**src/rtl/wb_host_master.sv**
```systemverilog
// Wishbone classic single-transfer initiator: one command in, one bus cycle,
// one response out, with a per-transfer timeout and a saturating timeout counter.
module wb_host_master #(
    parameter int unsigned TIMEOUT_CYCLES = 255,
    parameter int unsigned ERR_CNT_W      = 8
) (
    input  logic                 wb_clk_i,
    input  logic                 wb_rst_ni,
    input  logic                 cmd_valid_i,
    output logic                 cmd_ready_o,
    input  logic                 cmd_we_i,
    input  logic [31:0]          cmd_adr_i,
    input  logic [31:0]          cmd_dat_i,
    input  logic [3:0]           cmd_sel_i,
    output logic                 rsp_valid_o,
    input  logic                 rsp_ready_i,
    output logic [31:0]          rsp_dat_o,
    output logic                 rsp_err_o,
    output logic                 wbm_cyc_o,
    output logic                 wbm_stb_o,
    output logic                 wbm_we_o,
    output logic [3:0]           wbm_sel_o,
    output logic [31:0]          wbm_adr_o,
    output logic [31:0]          wbm_dat_o,
    input  logic                 wbm_ack_i,
    input  logic [31:0]          wbm_dat_i,
    output logic                 busy_o,
    output logic [ERR_CNT_W-1:0] err_cnt_o
);

    // Counter only has to reach TIMEOUT_CYCLES-1, so clog2(TIMEOUT_CYCLES) bits suffice.
    localparam int unsigned TO_W    = (TIMEOUT_CYCLES > 1) ? $clog2(TIMEOUT_CYCLES) : 1;
    localparam bit          TO_EN   = (TIMEOUT_CYCLES != 0);
    localparam int unsigned TO_LASTI = (TIMEOUT_CYCLES == 0) ? 0 : TIMEOUT_CYCLES - 1;
    localparam logic [TO_W-1:0] TO_LAST = TO_W'(TO_LASTI);

    typedef enum logic [1:0] {
        IDLE = 2'd0,
        BUS  = 2'd1,
        RESP = 2'd2
    } state_t;

    state_t          state;
    logic [TO_W-1:0] to_cnt;

    assign cmd_ready_o = (state == IDLE);

    always_ff @(posedge wb_clk_i or negedge wb_rst_ni) begin
        if (!wb_rst_ni) begin
            state       <= IDLE;
            to_cnt      <= '0;
            rsp_valid_o <= 1'b0;
            rsp_dat_o   <= '0;
            rsp_err_o   <= 1'b0;
            wbm_cyc_o   <= 1'b0;
            wbm_stb_o   <= 1'b0;
            wbm_we_o    <= 1'b0;
            wbm_sel_o   <= '0;
            wbm_adr_o   <= '0;
            wbm_dat_o   <= '0;
            busy_o      <= 1'b0;
            err_cnt_o   <= '0;
        end else begin
            case (state)
                IDLE: begin
                    if (cmd_valid_i) begin
                        wbm_we_o  <= cmd_we_i;
                        wbm_adr_o <= cmd_adr_i;
                        wbm_dat_o <= cmd_dat_i;
                        wbm_sel_o <= cmd_sel_i;
                        to_cnt    <= '0;
                        wbm_cyc_o <= 1'b1;
                        wbm_stb_o <= 1'b1;
                        busy_o    <= 1'b1;
                        state     <= BUS;
                    end
                end
                BUS: begin
                    // Ack takes priority over a timeout landing on the same edge.
                    if (wbm_ack_i) begin
                        wbm_cyc_o   <= 1'b0;
                        wbm_stb_o   <= 1'b0;
                        rsp_dat_o   <= wbm_we_o ? '0 : wbm_dat_i;
                        rsp_err_o   <= 1'b0;
                        rsp_valid_o <= 1'b1;
                        state       <= RESP;
                    end else if (TO_EN && (to_cnt == TO_LAST)) begin
                        wbm_cyc_o   <= 1'b0;
                        wbm_stb_o   <= 1'b0;
                        rsp_dat_o   <= '0;
                        rsp_err_o   <= 1'b1;
                        rsp_valid_o <= 1'b1;
                        if (err_cnt_o != '1) begin
                            err_cnt_o <= err_cnt_o + 1'b1;
                        end
                        state       <= RESP;
                    end else begin
                        to_cnt <= to_cnt + 1'b1;
                    end
                end
                RESP: begin
                    if (rsp_ready_i) begin
                        rsp_valid_o <= 1'b0;
                        busy_o      <= 1'b0;
                        state       <= IDLE;
                    end
                end
                default: state <= IDLE;
            endcase
        end
    end

endmodule

```
**config.mk**
```make
export PLATFORM = sky130hd
export DESIGN_NAME = wb_host_master
export DESIGN_NICKNAME = d
export VERILOG_FILES = /design/src/rtl/wb_host_master.sv
export SDC_FILE = /design/constraint.sdc
export NUM_CORES = 1
export LEC_CHECK = 0
export CORE_MARGIN = 1.5
export CORE_UTILIZATION = 40
export DETAILED_ROUTE_END_ITERATION = 8
export HOLD_SLACK_MARGIN = 0.15
export PLACE_DENSITY = 0.79
export SYNTH_ARGS = -nofsm -noshare
export SYNTH_HDL_FRONTEND = slang
export SYNTH_SLANG_ARGS = --single-unit
```
**constraint.sdc**
```tcl
create_clock -name wb_clk_i -period 3.7 [get_ports wb_clk_i]
set_clock_uncertainty 0.05 [all_clocks]
set_input_delay 0.37 -clock wb_clk_i [delete_from_list [all_inputs] [get_ports wb_clk_i]]
set_output_delay 0.37 -clock wb_clk_i [all_outputs]
set_load 0.02 [all_outputs]
```
==> results.json <==
{
  "timing.final.crit_share": 0.573,
  "wire_per_inst_um": 16.3,
  "status": "finished, violations left",
  "drv_slew": 0,
  "synth_top_family_by_area": "multiplexers",
  "p_comb_frac": 0.431,
  "port-buffer-count": 220,
  "synth_edf_count": 0,
  "finalCriticalPeriod_ns": 2.12,
  "synth-simple-area-share": 0.0499,
  "path_clk_slew_ns": 0.05,
  "route.detailed.drc": 18,
  "cts_buffer_depth": 2,
  "layout-drive-gt1-share": 0.196,
  "synth_compound_area_frac": 0.0864,
  "p_leak_nw": 3.32,
  "p_int_mw": 4.73,
  "grt_pass1_wl_um": 19000,
  "violations": "DRC",
  "syn_area_mm2": 0.00476,
  "drt_first_pass_iters": 9,
  "synthCells": 325,
  "synthFlopType": "dfrtp_1",
  "initial_core_util": 0.414,
  "die_y_um": 112,
  "io_pins": 221,
  "dieArea_mm2": 0.0126,
  "yosysWarnings": 0,
  "synth_xor_area_frac": 0.0129,
  "cts_setup_buffers": 0,
  "nets": 662,
  "grt_overflow_total": 0,
  "cts_made_buffers": 17,
  "routabilityCongestion": 0.794,
  "hp-class": "flip-flop to flip-flop",
  "cts_resized": 0,
  "hold_viol": 0,
  "p_clk_frac": 0.247,
  "multi_input_area_mm2": 0.00160,
  "core_mm2": 0.0115,
  "diodes": 0,
  "startpoint_type": "flip-flop",
  "ant_nets": 0,
  "vias": 3517,
  "rows": 39,
  "synth-seq-cells": 123,
  "regArea_mm2": 0.00308,
  "cts-root-buf": "clkbuf_16",
  "reg2regPathDepth": 4,
  "critPathCaptureType": "output port",
  "cp.required_ns": 3.28,
  "synthDistinctLibCells": 36,
  "final_common_cell": "clkdlybuf4s50_1",
  "fillers": 846,
  "tightest_slew_ns": 0.749,
  "switching_share": 0.324,
  "maxCapViolCount": 0,
  "grt_max_degree": 67,
  "synth_mux_area_frac": 0.177,
  "final-setup-viol-count": 0,
  "pwr-share-seq": 0.322,
  "timing.hold.ws_ns": 0.451,
  "drt_iter0_markers": 191,
  "worstSkewPairLatency_ns": 0.40,
  "final_cell_mix": "219 x clkdlybuf4s50_1, 123 x dfrtp_1, 72 x mux2_2, 33 x a22o_1, 17 x clkbuf_16",
  "cp_max_fo": 8,
  "cts_hold_buf": 1,
  "relSlewSlack": 0.501,
  "cts-htree-levels": 4,
  "setup_tns_ns": 0,
  "antenna_found_initial": 0,
  "grtUsageTotal": 0.191,
  "syn_avg_cell_area_um2": 14.7,
  "die_w_um": 112,
  "rsz0062_at_grt": "no",
  "grt_pass1_vias": 3788,
  "clock_sinks": 123,
  "ir_worst_vdd_mv": 0.450,
  "area_growth_pct": 63.1,
  "switchingPower_mw": 2.27,
  "worstHoldPathCells": 1,
  "cellPowerDensity_mw_per_mm2": 901,
  "synthesis.nets": 434,
  "fmax_mhz": 471,
  "crit_arrival_ns": 1.70,
  "synthAdderAreaFrac": 0.00788,
  "synthArstFlopShare": 1.00,
  "avgViaCountPerCell": 4.96,
  "worst-setup-path-type": "flip-flop to output port",
  "ys_seq_area_frac": 0.646,
  "wl_um": 11500,
  "cts_tree": "done",
  "dp_hpwl_um": 8310
}
==> Yosys cell counts, types with 2 or more instances <==
cell type	count	area [um^2]
a21oi_1	3	15.0
xor2_1	6	52.6
inv_1	4	15.0
nor3_1	3	15.0
nor2_1	11	41.3
nand3_1	9	45.0
mux2i_1	2	20.0
ha_1	3	37.5
buf_2	6	30.0
nand2b_1	2	12.5
nand4_1	2	12.5
mux2_2	72	811
clkbuf_1	8	30.0
o2bb2ai_1	2	17.5
dfrtp_1	123	3080
nor2b_1	4	25.0
o21ai_0	5	25.0
or3_1	2	12.5
nand2_1	8	30.0
a22o_1	33	289
a21o_1	2	15.0
==> worst paths after layout <==
kind,startpoint,to,slack [ns]
hold reg to reg,wbm_sel_o[1]$_DFFE_PN0P_,wbm_sel_o[1]$_DFFE_PN0P_,0.45
hold / removal,wbm_sel_o[1]$_DFFE_PN0P_,wbm_sel_o[1]$_DFFE_PN0P_,0.45
setup / recovery,state[1]$_DFFE_PN0P_,cmd_ready_o,1.58
max in group asynchronous,wb_rst_ni,wbm_dat_o[10]$_DFFE_PN0P_,2.25
setup reg to reg,state[1]$_DFFE_PN0P_,wbm_dat_o[19]$_DFFE_PN0P_,1.61
min in group asynchronous,wb_rst_ni,wbm_dat_o[7]$_DFFE_PN0P_,0.51
==> cell type report <==
cell class | count | area share
Clock inverter | 6 | 0.0135
Multi-Input combinational cell | 182 | 0.206
Inverter | 4 | 0.00193
Sequential cell | 123 | 0.396
Timing Repair Buffer | 225 | 0.292
Tap cell | 143 | 0.0230
Clock buffer | 26 | 0.0681
==> worst max-delay path, stage by stage, from the launching register on <==
cell and delay (ns):
dfrtp_1 0.46, nor2_1 0.19, clkdlybuf4s50_1 0.65
==> stage by stage <==
stage	worst slack [ns]	power (mW)	utilization	instance area [um^2]	cells
6_report	1.58	7.00	0.675	7770	709
5_1_grt	1.45	7.35	0.675	7770	709
4_1_cts	1.54	7.07	0.675	7770	709
3_5_place_dp	1.21	5.31	0.619	7120	676
3_3_place_gp	1.24	5.24	0.619	7120	676
2_1_floorplan	1.75	3.79	-	4760	325
==> state kept, by name, indices dropped and copies added (netlist names) <==
| name | count |
|---|---|
| rsp_dat_o | 32 |
| wbm_adr_o | 32 |
| wbm_dat_o | 32 |
| err_cnt_o | 8 |
| to_cnt | 8 |
| wbm_sel_o | 4 |
| state | 2 |
| busy_o | 1 |
| rsp_err_o | 1 |
| rsp_valid_o | 1 |
| wbm_stb_o | 1 |
| wbm_we_o | 1 |
==> power groups by stage <==
stage | sequential, mW | clock [mW] | combinational (mW)
after floorplan | 2.93 | 0 | 0.864
after global placement | 2.24 | 0 | 3.00
after detailed placement | 2.27 | 0 | 3.04
after CTS | 2.26 | 1.76 | 3.05
after global routing | 2.34 | 1.83 | 3.18
final | 2.25 | 1.73 | 3.02
==> routing by layer <==
layer,track usage,vias up,wire (um)
met1,0.234,1697,4640
li1,-,1633,-
met5,0,-,0
met2,0.310,163,5640
met3,0.0621,24,1020
met4,0.0886,0,256
==> cells by family (layout without fill, tap and decap cells) <==
kind of cell,after synthesis,in the layout
buffers and inverters,20,261
multiplexers,75,75
XOR/XNOR,7,7
adder cells (fa/ha/maj),3,3
AO/OA/AOI/OAI,52,52
flip-flops,123,123
AND/OR/NAND/NOR,45,45
Note: power is estimated with default switching activity, not from simulation.
